`config.mk`:
```
export PLATFORM = sky130hd
export DESIGN_NAME = pio_sample_feeder
export DESIGN_NICKNAME = d
export VERILOG_FILES = /design/src/rtl/pio_sample_feeder.sv
export SDC_FILE = /design/constraint.sdc
export NUM_CORES = 1
export LEC_CHECK = 0
export ABC_AREA = 1
export ABC_CLOCK_PERIOD_IN_PS = 3200
export CORE_MARGIN = 2
export CORE_UTILIZATION = 54
export CTS_BUF_LIST = sky130_fd_sc_hd__clkbuf_16
export DETAILED_ROUTE_END_ITERATION = 8
export PLACE_DENSITY = 0.74
export SLEW_MARGIN = 10
export SYNTH_ARGS = -nofsm -noshare
export SYNTH_HDL_FRONTEND = slang
export SYNTH_SLANG_ARGS = --single-unit
```
`constraint.sdc`:
```
create_clock -name clk -period 3.2 [get_ports clk]
set_input_delay 0.64 -clock clk [delete_from_list [all_inputs] [get_ports clk]]
set_output_delay 0.64 -clock clk [all_outputs]
set_load 0.02 [all_outputs]
```
`src/rtl/pio_sample_feeder.sv`:
```
// pio_sample_feeder
// Buffers a non-stallable sample stream in a small register FIFO and presents
// the oldest sample to a Nios input PIO. Each level change of ack_toggle pops
// one entry. pio_avail is high while the FIFO holds data. When the FIFO is
// full and nothing pops, an incoming sample is dropped and the sticky ovf flag
// is set.
//
// Optional feature: define PIO_SAMPLE_FEEDER_OVF_CNT_EN to build a saturating
// 16-bit dropped-sample counter on ovf_count. Without the macro, ovf_count is
// tied to zero.
module pio_sample_feeder #(
  parameter int DEPTH_LOG2 = 4,
  parameter int DATA_W     = 16
) (
  input  logic                  clk,
  input  logic                  reset_n,
  input  logic                  s_valid,
  input  logic [DATA_W-1:0]     s_data,
  input  logic                  ack_toggle,
  input  logic                  clr_ovf,
  output logic [DATA_W-1:0]     pio_data,
  output logic                  pio_avail,
  output logic [DEPTH_LOG2:0]   fill_level,
  output logic                  ovf,
  output logic [15:0]           ovf_count
);

  localparam int DEPTH = 1 << DEPTH_LOG2;

  // Level constants at the width of the fill counter.
  localparam logic [DEPTH_LOG2:0]   LVL_ZERO_C = {(DEPTH_LOG2+1){1'b0}};
  localparam logic [DEPTH_LOG2:0]   LVL_ONE_C  = {{DEPTH_LOG2{1'b0}}, 1'b1};
  localparam logic [DEPTH_LOG2:0]   LVL_FULL_C = {1'b1, {DEPTH_LOG2{1'b0}}};

  // Pointer increment constants.
  localparam logic [DEPTH_LOG2-1:0] PTR_ZERO_C = {DEPTH_LOG2{1'b0}};
  localparam logic [DEPTH_LOG2-1:0] PTR_ONE_C  = {{(DEPTH_LOG2-1){1'b0}}, 1'b1};

  // Storage and state.
  logic [DATA_W-1:0]     mem_r [0:DEPTH-1];
  logic [DEPTH_LOG2-1:0] wr_ptr_r;
  logic [DEPTH_LOG2-1:0] rd_ptr_r;
  logic [DEPTH_LOG2:0]   fill_r;
  logic                  ack_q_r;
  logic [DATA_W-1:0]     pio_data_r;
  logic                  pio_avail_r;
  logic                  ovf_r;

  // Per-cycle decisions and next-state values.
  logic                  pop_req_s;
  logic                  not_empty_s;
  logic                  full_s;
  logic                  pop_s;
  logic                  push_s;
  logic                  drop_s;
  logic [DEPTH_LOG2-1:0] wr_ptr_nx_s;
  logic [DEPTH_LOG2-1:0] rd_ptr_nx_s;
  logic [DEPTH_LOG2-1:0] rd_ptr_inc_s;
  logic [DEPTH_LOG2:0]   fill_nx_s;
  logic [DATA_W-1:0]     pio_data_nx_s;
  logic                  ovf_nx_s;

  // Decide pop, push and drop for this cycle.
  // ack_toggle comes from a same-clock PIO, so a plain XOR against its
  // registered copy is enough to detect an edge; no synchronizer is needed.
  always_comb begin
    pop_req_s   = ack_toggle ^ ack_q_r;
    not_empty_s = (fill_r != LVL_ZERO_C);
    full_s      = (fill_r == LVL_FULL_C);
    // A request while empty is simply lost, never queued.
    pop_s       = pop_req_s & not_empty_s;
    // When full, a pop in the same cycle frees the slot the push needs.
    push_s      = s_valid & (~full_s | pop_s);
    drop_s      = s_valid & full_s & ~pop_s;
  end

  // Compute pointer and fill-level updates.
  always_comb begin
    rd_ptr_inc_s = rd_ptr_r + PTR_ONE_C;
    if (push_s) begin
      wr_ptr_nx_s = wr_ptr_r + PTR_ONE_C;
    end else begin
      wr_ptr_nx_s = wr_ptr_r;
    end
    if (pop_s) begin
      rd_ptr_nx_s = rd_ptr_inc_s;
    end else begin
      rd_ptr_nx_s = rd_ptr_r;
    end
    case ({push_s, pop_s})
      2'b10:   fill_nx_s = fill_r + LVL_ONE_C;
      2'b01:   fill_nx_s = fill_r - LVL_ONE_C;
      default: fill_nx_s = fill_r;
    endcase
  end

  // Select the next head word.
  // With a single buffered entry, a push and a pop in the same cycle make the
  // incoming sample the new head before it is in the array, so bypass it. If
  // the FIFO drains completely, the last popped value stays on the PIO.
  always_comb begin
    if (push_s && !not_empty_s) begin
      pio_data_nx_s = s_data;
    end else if (pop_s && (fill_r == LVL_ONE_C)) begin
      if (push_s) begin
        pio_data_nx_s = s_data;
      end else begin
        pio_data_nx_s = pio_data_r;
      end
    end else if (pop_s) begin
      pio_data_nx_s = mem_r[rd_ptr_inc_s];
    end else begin
      pio_data_nx_s = pio_data_r;
    end
  end

  // Sticky overflow: a drop in the same cycle beats a clear.
  always_comb begin
    if (drop_s) begin
      ovf_nx_s = 1'b1;
    end else if (clr_ovf) begin
      ovf_nx_s = 1'b0;
    end else begin
      ovf_nx_s = ovf_r;
    end
  end

  // Sample storage. The contents are deliberately not reset.
  always_ff @(posedge clk) begin
    if (push_s) begin
      mem_r[wr_ptr_r] <= s_data;
    end
  end

  // Control state and registered outputs. Reset empties the FIFO at once.
  always_ff @(posedge clk or negedge reset_n) begin
    if (!reset_n) begin
      wr_ptr_r    <= PTR_ZERO_C;
      rd_ptr_r    <= PTR_ZERO_C;
      fill_r      <= LVL_ZERO_C;
      ack_q_r     <= 1'b0;
      pio_data_r  <= {DATA_W{1'b0}};
      pio_avail_r <= 1'b0;
      ovf_r       <= 1'b0;
    end else begin
      wr_ptr_r    <= wr_ptr_nx_s;
      rd_ptr_r    <= rd_ptr_nx_s;
      fill_r      <= fill_nx_s;
      ack_q_r     <= ack_toggle;
      pio_data_r  <= pio_data_nx_s;
      pio_avail_r <= (fill_nx_s != LVL_ZERO_C);
      ovf_r       <= ovf_nx_s;
    end
  end

`ifdef PIO_SAMPLE_FEEDER_OVF_CNT_EN
  logic [15:0] ovf_cnt_r;
  logic [15:0] ovf_cnt_nx_s;

  // Saturating drop counter. A clear that coincides with a drop leaves the
  // count at 1, so that drop is still recorded.
  always_comb begin
    if (clr_ovf) begin
      if (drop_s) begin
        ovf_cnt_nx_s = 16'h0001;
      end else begin
        ovf_cnt_nx_s = 16'h0000;
      end
    end else if (drop_s && (ovf_cnt_r != 16'hFFFF)) begin
      ovf_cnt_nx_s = ovf_cnt_r + 16'h0001;
    end else begin
      ovf_cnt_nx_s = ovf_cnt_r;
    end
  end

  // Drop counter register.
  always_ff @(posedge clk or negedge reset_n) begin
    if (!reset_n) begin
      ovf_cnt_r <= 16'h0000;
    end else begin
      ovf_cnt_r <= ovf_cnt_nx_s;
    end
  end

  assign ovf_count = ovf_cnt_r;
`else
  assign ovf_count = 16'h0000;
`endif

  assign pio_data   = pio_data_r;
  assign pio_avail  = pio_avail_r;
  assign fill_level = fill_r;
  assign ovf        = ovf_r;

endmodule
```
## Word level (Yosys, flattened, before mapping)

Memories as Yosys holds them, arrays and structs flattened.
Index checks and enable logic that the tools add are counted.

- Bits in registers: 32
- RAM bits: 256
- Bits of input ports: 21
- Output and inout bits: 39
- Word-level logic and storage cells: 42
- Memories: 1

- $add $sub $neg: 4
- Eq/ne operators: 5
- Multiplexer cells: 9
- Bitwise gates (word level): 8
- Reductions and logical operators: 8

Memories:

| memory | depth | bits a word | rd ports | clocked after memory_dff | write ports | RTL line | text |
|---|---|---|---|---|---|---|---|
| mem_r | 16 | 16 | 1 | 0 | 1 | 40 | `logic [DATA_W-1:0] mem_r [0:DEPTH-1];` |

Operators with widths:

| kind | number |
|---|---|
| $mux W16 | 4 |
| $pmux W5 S2 | 1 |
| $reduce_bool A5 Y1 | 2 |
| $add A4 B1 Y4 const B | 2 |
| $add A5 B1 Y5 const B | 1 |
| $eq A5 B1 Y1 const B | 1 |
| $eq A5 B5 Y1 const B | 1 |
| $sub A5 B1 Y5 const B | 1 |
| $and A1 B1 Y1 | 4 |
| $mux W1 | 4 |
| $ne A3 B3 Y1 const B | 1 |
| $reduce_bool A3 Y1 | 1 |
| $eq A2 B1 Y1 const B | 1 |
| $eq A2 B2 Y1 const B | 1 |
| $logic_and A1 B1 Y1 | 2 |
| $not A1 Y1 | 2 |
| $reduce_and A2 Y1 | 1 |
| $reduce_bool A2 Y1 | 1 |
| $logic_not A1 Y1 | 1 |
| $or A1 B1 Y1 | 1 |
| $xor A1 B1 Y1 | 1 |

## Longest topological paths before layout

Gate-level depths: netlist of the first run.

- Depth in word-level cells: 7
- Mapped depth: 15
- Mapped depth without buffers: 15

## Least setup slack after synthesis of the first run

Ideal clock, no wire load.

- Path type: register to register
- Start point: register fill_r[0] (netlist: fill_level[0])
- End point: memory mem_r[11][0], enable pin
- Library setup time: 0.388 ns
- Arrival time: 2.125 ns
- Required time: 2.812 ns
- Setup slack: 0.686 ns
- Cell stages (with the launch flop): 10
- Buffers on the path: 0
- Period minus slack after synthesis: 2.514 ns
- Cells stage by stage: dfrtp_1 > inv_1 > ha_1 > nand2_1 > nor2_1 > nand2_1 > nand2_1 > nor2_1 > inv_1 > nor2_1

- Word-level cells in the longest chain between the ends: 6
- Elaborated cells between the ends (all ways): 8
- Those cells by class: 1 x eq/ne; 2 x mux; 4 x bitwise; 1 x reduce/logical

RTL lines:

| item | RTL line | text |
|---|---|---|
| from (decl) | 43 | `logic [DEPTH_LOG2:0] fill_r;` |
| from (signal assigned) | 148 | `fill_r <= fill_nx_s;` |
| $reduce_bool A5 Y1 or $eq A5 B5 Y1 (tied branches) | 68, 69 |  |
| $and A1 B1 Y1 or $not A1 Y1 (tied branches) | 71, 73 |  |
| $or A1 B1 Y1 (*) | 73 | `push_s = s_valid & (~full_s \| pop_s);` |
| $and A1 B1 Y1 (*) | 73 |  |
| $mux W1 (*) | 130 | `if (push_s) begin` |
| $mux W1 (not written as such) (*) | 131 | `mem_r[wr_ptr_r] <= s_data;` |
| to (decl) | 40 |  |

Every way passes the cells marked *; elsewhere a longest branch is shown, timed or not.

## Worst setup path after layout of the first run

- Start point: register fill_r[0] (netlist: fill_level[0])
- End point: memory mem_r[10][10], enable pin

- Word-level cells in the longest chain between the ends: 6
- Elaborated cells between the ends (all ways): 8
- Those cells by class: 1 x eq/ne; 2 x mux; 4 x bitwise; 1 x reduce/logical

RTL lines:

| item | RTL line | text |
|---|---|---|
| $reduce_bool A5 Y1 or $eq A5 B5 Y1 (tied branches) | 68, 69 |  |
| $and A1 B1 Y1 or $not A1 Y1 (tied branches) | 71, 73 |  |
| $or A1 B1 Y1 (*) | 73 |  |
| $and A1 B1 Y1 (*) | 73 |  |
| named net push_s | 54 | `logic push_s;` |
| $mux W1 (*) | 130 |  |
| $mux W1 (not written as such) (*) | 131 |  |

Mark *: on every way through the listed nets, which the timed path passes. The rest lies on a longest branch.

==> impl_metrics.toml, run 1 <==
[clocking]
cts_root_buffer = "clkbuf_16"
cts_resized = 0
post-cts-setup-buffers = 0
htreeDepth = 1
cts_tree = "yes"
numCtsBuffers = 29
cts_buffer_depth = 3
clock-sinks = 288
clk_pin_slew_worst_paths_ps = 60
worst_skew_pair.late_latency_ps = 550
postCtsHoldBufs = 0

[synth]
synth_flop_cell = "edfxtp_1"
yosysTopAreaCellShare = 0.601
synth-edff-count = 256
syn_inst = 1269
ys_seq_area_frac = 0.664
synth_top_cells_by_count = "446 x nand2_1, 256 x edfxtp_1, 190 x nand3_1"
async_flop_share = 0.111
synthDistinctLibCells = 27
ys_ff_latch = 288
post-synth-top-area-cell = "edfxtp_1"
synth_area_leaders = "edfxtp_1 60%, nand2_1 13%, nand3_1 7.4%"
synth-warning-count = 0
yosys.cell_count.top_type = "nand2_1"
synth_area_um2 = 12800
avgSynthCellArea_um2 = 10.1

[pwr]
ir_worst_vdd_mv = 0.913
p_per_area_nw_per_um2 = 989
power_leakage_nw = 6.15

[global_routing]
grt_overflow = 0
met1_usage = 0.335
grt_start_max_net_pins = 69
grt_most_used_layer = "met2"
antenna_found_initial = 0
use_met3 = 0.0282
grtUsageMet2 = 0.419
grt_first_pass_wirelength_um = 46900
grt_pass1_vias = 8503
grtUsageTotal = 0.250

[floorplanning]
core-area_um2 = 23300
die_h_um = 158
io_pins = 60
initial_core_util = 0.548
row_count = 56
die_area_um2 = 24900
die_x_um = 158

[setup_path]
worstSetupEndpointType = "flop"
path_buf_inv = 2
rr_worst_depth = 9
crit_chain = "inv_1, ha_1, nand2_1, nor2_1, nand2_1, nand2_1, clkinv_1, nand2_1, nor2_2"
startpoint = "fill_level[0]$_DFF_PN0_"
cp_common_cell = "nand2_1"
cp_slowest_cell = "nor2_2"
regToRegSetupSlack_ps = 490
crit_family = "simple AND/OR/NAND/NOR gates"
r2r_start = "fill_level[0]$_DFF_PN0_"
crit_path_start_kind = "flop"
cp_data_required_time_ps = 3350
slowest_delay_ps = 860
cp.arrival_ps = 2860
critPathKind = "reg -> reg"
r2r-end = "mem_r[10][10]$_DFFE_PP_"
cp_max_fo = 16

[detailed_routing]
drt-initial-drc-count = 907
drc = 0
vias = 8838
via_per_inst = 5.34
ant_nets = 0
routed_wl_um = 30600
firstDrtPassIters = 7
wire_per_inst_um = 18.5

[job]
maxCapViolations = 0

[placed_design]
port_buffers = 43
dpl_cell_area_um2 = 13600
place_hpwl_um = 18500
gp_congestion = 0.861
place_ws_ps = 281

[cells_and_area]
fin_nets = 1346
diodes = 0
finalInstanceArea_um2 = 14500
utilization = 0.620
syn_to_final_growth_pct = 13.2
drive_gt1_frac = 0.0749
fill_cells = 1912

[sta]
fin_ws_ps = 492
skew_ps = 21.2
timing.setup.tns_ps = 0
finalCritPeriodShare = 0.846
timing.slew.headroom = 0.269
worst_pin_slew_ps = 1100
fmax_mhz = 369
drv_slew = 0
hold_violations = 0
worst_hold_slack_ps = 490
finalCriticalPeriod_ps = 2710
setup_viol = 0
rsz0062_at_grt = "false"

[worst_hold_path]
hold_path_class = "reg -> reg"
hold_depth = 2
holdPathEnd = "pio_data[9]$_DFFE_PN0P_"
hp-start = "pio_data[9]$_DFFE_PN0P_"

[status]
status = "complete, no violations"
[power by group]
group / switching, mW / total (mW) / internal, mW
Combinational: 4.33 / 6.29 / 1.95
Clock: 1.36 / 3.15 / 1.79
Sequential: 0.247 / 4.87 / 4.62
Total: 5.94 / 14.3 / 8.37
[tightest hold or removal path: stages (launching register included)]
cell and delay, ps:
dfrtp_1 350, nand2_1 60, nand2_1 50
[metal layers]
layer	wire [um]	share of wire
met1	12300	0.40
met2	14900	0.49
met3	2150	0.070
met4	1290	0.042
met5	0	0
[cells in the final DEF, fill, tap and decap left out]
cell	count
buf_4	26
edfxtp_1	256
o21a_1	1
xnor2_2	2
nor2_4	1
dfrtp_1	31
clkdlybuf4s50_1	43
nor2_1	37
clkinv_2	4
nand2_1	446
inv_2	2
nor2_2	16
nand4_2	1
clkbuf_16	29
ha_1	10
xor2_2	1
inv_1	153
clkinv_4	1
nand3_1	190
inv_6	1
o211ai_1	1
buf_12	4
nand3_2	1
dfrtp_4	1
ha_2	1
a21oi_1	18
bufinv_16	2
nand2_2	2
or2_2	5
clkinv_1	12
nand4_1	2
o21ai_0	14
xnor2_1	1
xor2_1	4
conb_1	16
[logic make-up (layout without fill, tap and decap cells)]
logic type / Yosys count / in the layout / synth area share
AND/OR/NAND/NOR: 701 / 701 / 0.228
flip-flops: 288 / 288 / 0.664
buffers and inverters: 226 / 277 / 0.0775
AO/OA/AOI/OAI: 34 / 34 / 0.0137
adder cells (fa/ha/maj): 11 / 11 / 0.0108
XOR/XNOR: 8 / 8 / 0.00607
other: 1 / 16 / 0.000293
[flip-flops by register name (all words and copies together), names as in the netlist]
| register | count |
|---|---|
| pio_avail | 1 |
| rd_ptr_r | 4 |
| pio_data | 16 |
| fill_level | 5 |
| ack_q_r | 1 |
| wr_ptr_r | 4 |
| mem_r | 256 |
| ovf | 1 |
[layout make-up]
type	count	area, um^2	area share
multi-input combinational	770	3420	0.237
clock inverter	23	153	0.0105
inverter	152	572	0.0395
sequential	288	8490	0.587
tap	319	399	0.0276
clock buffer	29	726	0.0502
timing repair buffer	73	706	0.0488
[metrics by stage]
step | total power [mW] | instances
2_1_floorplan | 8.96 | 1284
3_3_place_gp | 11.1 | 1602
3_5_place_dp | 11.2 | 1602
4_1_cts | 14.3 | 1654
5_1_grt | 15.1 | 1654
6_report | 14.3 | 1654
[worst max path at each step]
stage / end / slack [ps] / cells after the start
after CTS: mem_r[2][10]$_DFFE_PP_ / 530 / 9
after floorplan: mem_r[11][0]$_DFFE_PP_ / 690 / 9
after detailed placement: mem_r[2][2]$_DFFE_PP_ / 280 / 7
after global routing: pio_avail$_DFF_PN0_ / 170 / 15
final: mem_r[10][10]$_DFFE_PP_ / 490 / 9
after global placement: pio_avail$_DFF_PN0_ / 290 / 13
No activity file was read; power rests on OpenSTA's default activity.
==> inputs of run 2 (changes only) <==
--- a/config.mk
+++ b/config.mk
@@ -6,7 +6,7 @@
 export NUM_CORES = 1
 export LEC_CHECK = 0
 export ABC_AREA = 1
-export ABC_CLOCK_PERIOD_IN_PS = 3200
+export ABC_CLOCK_PERIOD_IN_PS = 2800
 export CORE_MARGIN = 2
 export CORE_UTILIZATION = 54
 export CTS_BUF_LIST = sky130_fd_sc_hd__clkbuf_16
==> constraint.sdc (replaced) <==
create_clock -name clk -period 2.8 [get_ports clk]
set_input_delay 0.56 -clock clk [delete_from_list [all_inputs] [get_ports clk]]
set_output_delay 0.56 -clock clk [all_outputs]
set_load 0.02 [all_outputs]
==> impl_metrics.toml, run 2 (same netlist as run 1, synthesis figures left out) <==
[status]
status = "complete, no violations"

[sta]
skew_ps = 8.13
fmax_mhz = 398
rsz0062_at_grt = "false"
fin_ws_ps = 289
timing.setup.tns_ps = 0
drv_slew = 0
hold_violations = 0
worst_hold_slack_ps = 431
setup_viol = 0
finalCriticalPeriod_ps = 2510
finalCritPeriodShare = 0.897
worst_pin_slew_ps = 1010
timing.slew.headroom = 0.323

[pwr]
power_leakage_nw = 6.28
ir_worst_vdd_mv = 0.820
p_per_area_nw_per_um2 = 1110

[setup_path]
slowest_delay_ps = 770
cp_data_required_time_ps = 2960
rr_worst_depth = 9
path_buf_inv = 2
cp_slowest_cell = "nor2_2"
critPathKind = "reg -> reg"
worstSetupEndpointType = "flop"
crit_family = "simple AND/OR/NAND/NOR gates"
crit_chain = "inv_1, ha_1, nand2_1, nor2_1, nand2_1, nand2_1, clkinv_1, nand2_1, nor2_2"
cp_max_fo = 16
worst-path-stages = 9
cp_common_cell = "nand2_1"
cp.arrival_ps = 2670
crit_path_start_kind = "flop"

[cells_and_area]
mostFrequentLayoutCell = "nand2_1"
diodes = 0
largest_reg_flops = 256
syn_to_final_growth_pct = 14.8
multi_input_area_um2 = 3420
top_register = "mem_r"
fill_cells = 1819
mostFrequentLayoutCells = "446 x nand2_1, 256 x edfxtp_1, 190 x nand3_1, 154 x inv_1, 48 x buf_4"
fin_nets = 1370
drive_gt1_frac = 0.0908
seqCellArea_um2 = 8490

[detailed_routing]
firstDrtPassIters = 5
drc = 0
vias = 8904
wire_per_inst_um = 17.9
ant_nets = 0
routed_wl_um = 30000
drt-initial-drc-count = 847
via_per_inst = 5.32

[clocking]
worst_skew_pair.late_latency_ps = 540
postCtsHoldBufs = 0
cts_buffer_depth = 3
clk_pin_slew_worst_paths_ps = 60
cts_resized = 0
post-cts-setup-buffers = 0
htreeDepth = 1
cts_tree = "yes"
clock-sinks = 288
cts_root_buffer = "clkbuf_16"
numCtsBuffers = 29

[global_routing]
grt_overflow = 0
grtUsageTotal = 0.246
grt_first_pass_wirelength_um = 46100
antenna_found_initial = 0
grt_start_max_net_pins = 130
grt_pass1_vias = 8389

[job]
maxCapViolations = 0

[floorplanning]
io_pins = 60
die_h_um = 158
row_count = 56
die_area_um2 = 24900
die_x_um = 158
core-area_um2 = 23300
initial_core_util = 0.548

[placed_design]
place_ws_ps = 127
place_hpwl_um = 18100
gp_congestion = 0.901
port_buffers = 43

[worst_hold_path]
hold_path_class = "in -> async"
-- run 2: worst reg2reg max path, stage by stage (launching register included) --
cell and delay (ps):
dfrtp_1 480, inv_1 140, ha_1 280, nand2_1 90
nor2_1 60, nand2_1 60, nand2_1 70, clkinv_1 80
nand2_1 90, nor2_2 780
-- run 2: worst paths after layout --
check                           slack, ps                       to                     from
worst min register to register        480  pio_data[9]$_DFFE_PN0P_  pio_data[9]$_DFFE_PN0P_
worst max-delay path                  290   mem_r[6][15]$_DFFE_PP_  fill_level[0]$_DFF_PN0_
max in group asynchronous            1990  rd_ptr_r[0]$_DFFE_PN0N_                  reset_n
worst max register to register        290   mem_r[6][15]$_DFFE_PP_  fill_level[0]$_DFF_PN0_
min in group clk                      480  pio_data[9]$_DFFE_PN0P_  pio_data[9]$_DFFE_PN0P_
worst min-delay path                  430  pio_data[9]$_DFFE_PN0P_                  reset_n
-- run 2: power breakdown --
group | internal (mW) | switching [mW]
clock | 2.13 | 1.51
sequential | 5.28 | 0.285
combinational | 2.28 | 4.85
-- run 2: cell type report --
type | count | area share
sequential | 288 | 0.579
clock inverter | 19 | 0.0107
multi-input combinational | 770 | 0.233
timing repair buffer | 97 | 0.0621
inverter | 152 | 0.0390
clock buffer | 29 | 0.0494
tap | 319 | 0.0272
-- run 2: metrics by stage --
| step | instance area (um^2) | std cells | total power [mW] | util |
|---|---|---|---|---|
| final | 14700 | 1674 | 16.3 | 0.629 |
| after global routing | 14700 | 1674 | 17.3 | 0.629 |
| after CTS | 14700 | 1674 | 16.4 | 0.629 |
| after detailed placement | 13800 | 1626 | 12.7 | 0.591 |
| after global placement | 13800 | 1626 | 12.6 | 0.591 |
| after floorplan | 12800 | 1284 | 10.2 | - |
-- run 2: metal layers --
metal / global-route usage / up-vias / wire length (um)
met5: 0 / - / 0
met4: 0.0913 / 0 / 1140
met3: 0.0391 / 67 / 2350
met2: 0.403 / 362 / 14200
met1: 0.335 / 4244 / 12400
li1: - / 4231 / -
==> inputs of run 3 (changes only) <==
--- a/config.mk
+++ b/config.mk
@@ -8,10 +8,10 @@
 export ABC_AREA = 1
 export ABC_CLOCK_PERIOD_IN_PS = 2800
 export CORE_MARGIN = 2
-export CORE_UTILIZATION = 54
+export CORE_UTILIZATION = 60
 export CTS_BUF_LIST = sky130_fd_sc_hd__clkbuf_16
 export DETAILED_ROUTE_END_ITERATION = 8
-export PLACE_DENSITY = 0.74
+export PLACE_DENSITY = 0.8
 export SLEW_MARGIN = 10
 export SYNTH_ARGS = -nofsm -noshare
 export SYNTH_HDL_FRONTEND = slang
==> impl_metrics.toml, run 3 (same netlist as run 1, synthesis figures left out) <==
[status]
status = "complete, no violations"

[floorplanning]
die_x_um = 150
io_pins = 60
initial_core_util = 0.610
die_area_um2 = 22500
die_h_um = 150
row_count = 53
core-area_um2 = 21000

[setup_path]
worst-path-stages = 9
cp_max_fo = 16
crit_family = "simple AND/OR/NAND/NOR gates"
critPathKind = "reg -> reg"
cp_slowest_cell = "nor2_2"
crit_path_start_kind = "flop"
crit_chain = "inv_1, ha_1, nand2_1, nor2_1, nand2_1, nand2_1, clkinv_1, nand2_1, nor2_2"
worstSetupEndpointType = "flop"
slowest_delay_ps = 840
r2r-end = "mem_r[0][10]$_DFFE_PP_"
cp.arrival_ps = 2740
rr_worst_depth = 9
r2r_start = "fill_level[1]$_DFF_PN0_"
regToRegSetupSlack_ps = 210
cp_common_cell = "nand2_1"
cp_data_required_time_ps = 2950
path_buf_inv = 2

[sta]
rsz0062_at_grt = "false"
finalCritPeriodShare = 0.925
hold_violations = 0
skew_ps = 8.46
timing.slew.headroom = 0.275
setup_viol = 0
worst_hold_slack_ps = 414
fmax_mhz = 386
finalCriticalPeriod_ps = 2590
drv_slew = 0
worst_pin_slew_ps = 1090

[cells_and_area]
syn_to_final_growth_pct = 13.5
mostFrequentLayoutCell = "nand2_1"
fin_nets = 1358
diodes = 0
largest_reg_flops = 256
top_register = "mem_r"
fin_cells = 1622
drive_gt1_frac = 0.0846
mostFrequentLayoutCells = "446 x nand2_1, 256 x edfxtp_1, 190 x nand3_1, 152 x inv_1, 43 x clkdlybuf4s50_1"

[placed_design]
port_buffers = 43
dp.cells = 1571
place_hpwl_um = 17800
gp_congestion = 0.868

[detailed_routing]
routed_wl_um = 29300
drc = 0
wire_per_inst_um = 18.1
drt-initial-drc-count = 901
firstDrtPassIters = 5
via_per_inst = 5.50
ant_nets = 0
vias = 8916

[global_routing]
grt_start_max_net_pins = 130
grt_overflow = 0
grtUsageTotal = 0.268
grt_first_pass_wirelength_um = 45900
grt_pass1_vias = 8540
antenna_found_initial = 0

[clocking]
htreeDepth = 1
clk_pin_slew_worst_paths_ps = 60
cts_resized = 0
clock-sinks = 288
post-cts-setup-buffers = 0
cts_root_buffer = "clkbuf_16"
cts_tree = "yes"
cts_buffer_depth = 3
numCtsBuffers = 28
postCtsHoldBufs = 0
worst_skew_pair.late_latency_ps = 530

[job]
maxCapViolations = 0

[pwr]
power_leakage_nw = 6.20
ir_worst_vdd_mv = 1.17
p_per_area_nw_per_um2 = 1110

[worst_hold_path]
hold_path_class = "in -> async"
## run 3: power breakdown
part / switching [mW] / leakage (nW) / internal, mW
sequential: 0.282 / 2.70 / 5.28
combinational: 4.81 / 3.07 / 2.34
clock: 1.53 / 0.430 / 1.95
total: 6.62 / 6.20 / 9.56
## run 3: worst register-to-register path, cell delays in order, from the launching register on
cell and delay, ps:
dfrtp_1 420, inv_1 120, ha_1 240, nand2_1 80, nor2_1 60, nand2_1 60, nand2_1 70, clkinv_1 140
nand2_1 160, nor2_2 840
## run 3: how the worst max path moves through the flow
stage	start	to
2_1_floorplan	fill_level[0]$_DFF_PN0_	mem_r[11][0]$_DFFE_PP_
3_3_place_gp	ack_toggle	mem_r[0][4]$_DFFE_PP_
3_5_place_dp	ack_toggle	mem_r[0][4]$_DFFE_PP_
4_1_cts	fill_level[1]$_DFF_PN0_	mem_r[0][3]$_DFFE_PP_
5_1_grt	fill_level[1]$_DFF_PN0_	pio_avail$_DFF_PN0_
6_report	fill_level[1]$_DFF_PN0_	mem_r[0][10]$_DFFE_PP_
## run 3: routing by layer
metal / GRT usage / part of all wire
met1: 0.362 / 0.40
met2: 0.444 / 0.49
met3: 0.0421 / 0.076
met4: 0.0981 / 0.036
met5: 0 / 0
## run 3: metrics by stage
step                      utilization  cell area (um^2)  setup TNS (ps)  power [mW]  setup slack [ps]
final                           0.693             14500               0        16.2               209
after global routing            0.693             14500               0        17.1              1.82
after CTS                       0.693             14500               0        16.2               177
after detailed placement        0.652             13700            -803        12.7             -44.2
after global placement          0.652             13700               0        12.6              19.5
after floorplan                     -             12800               0        10.2               286
## run 3: final cells by class
class                   count  area [um^2]
clock buffers              29          726
clock inverters            22          119
fillers                  1504         6440
inverters                 152          572
multi-input cells         770         3420
flip-flops and latches    288         8490
well taps                 275          344
repair buffers             86          841
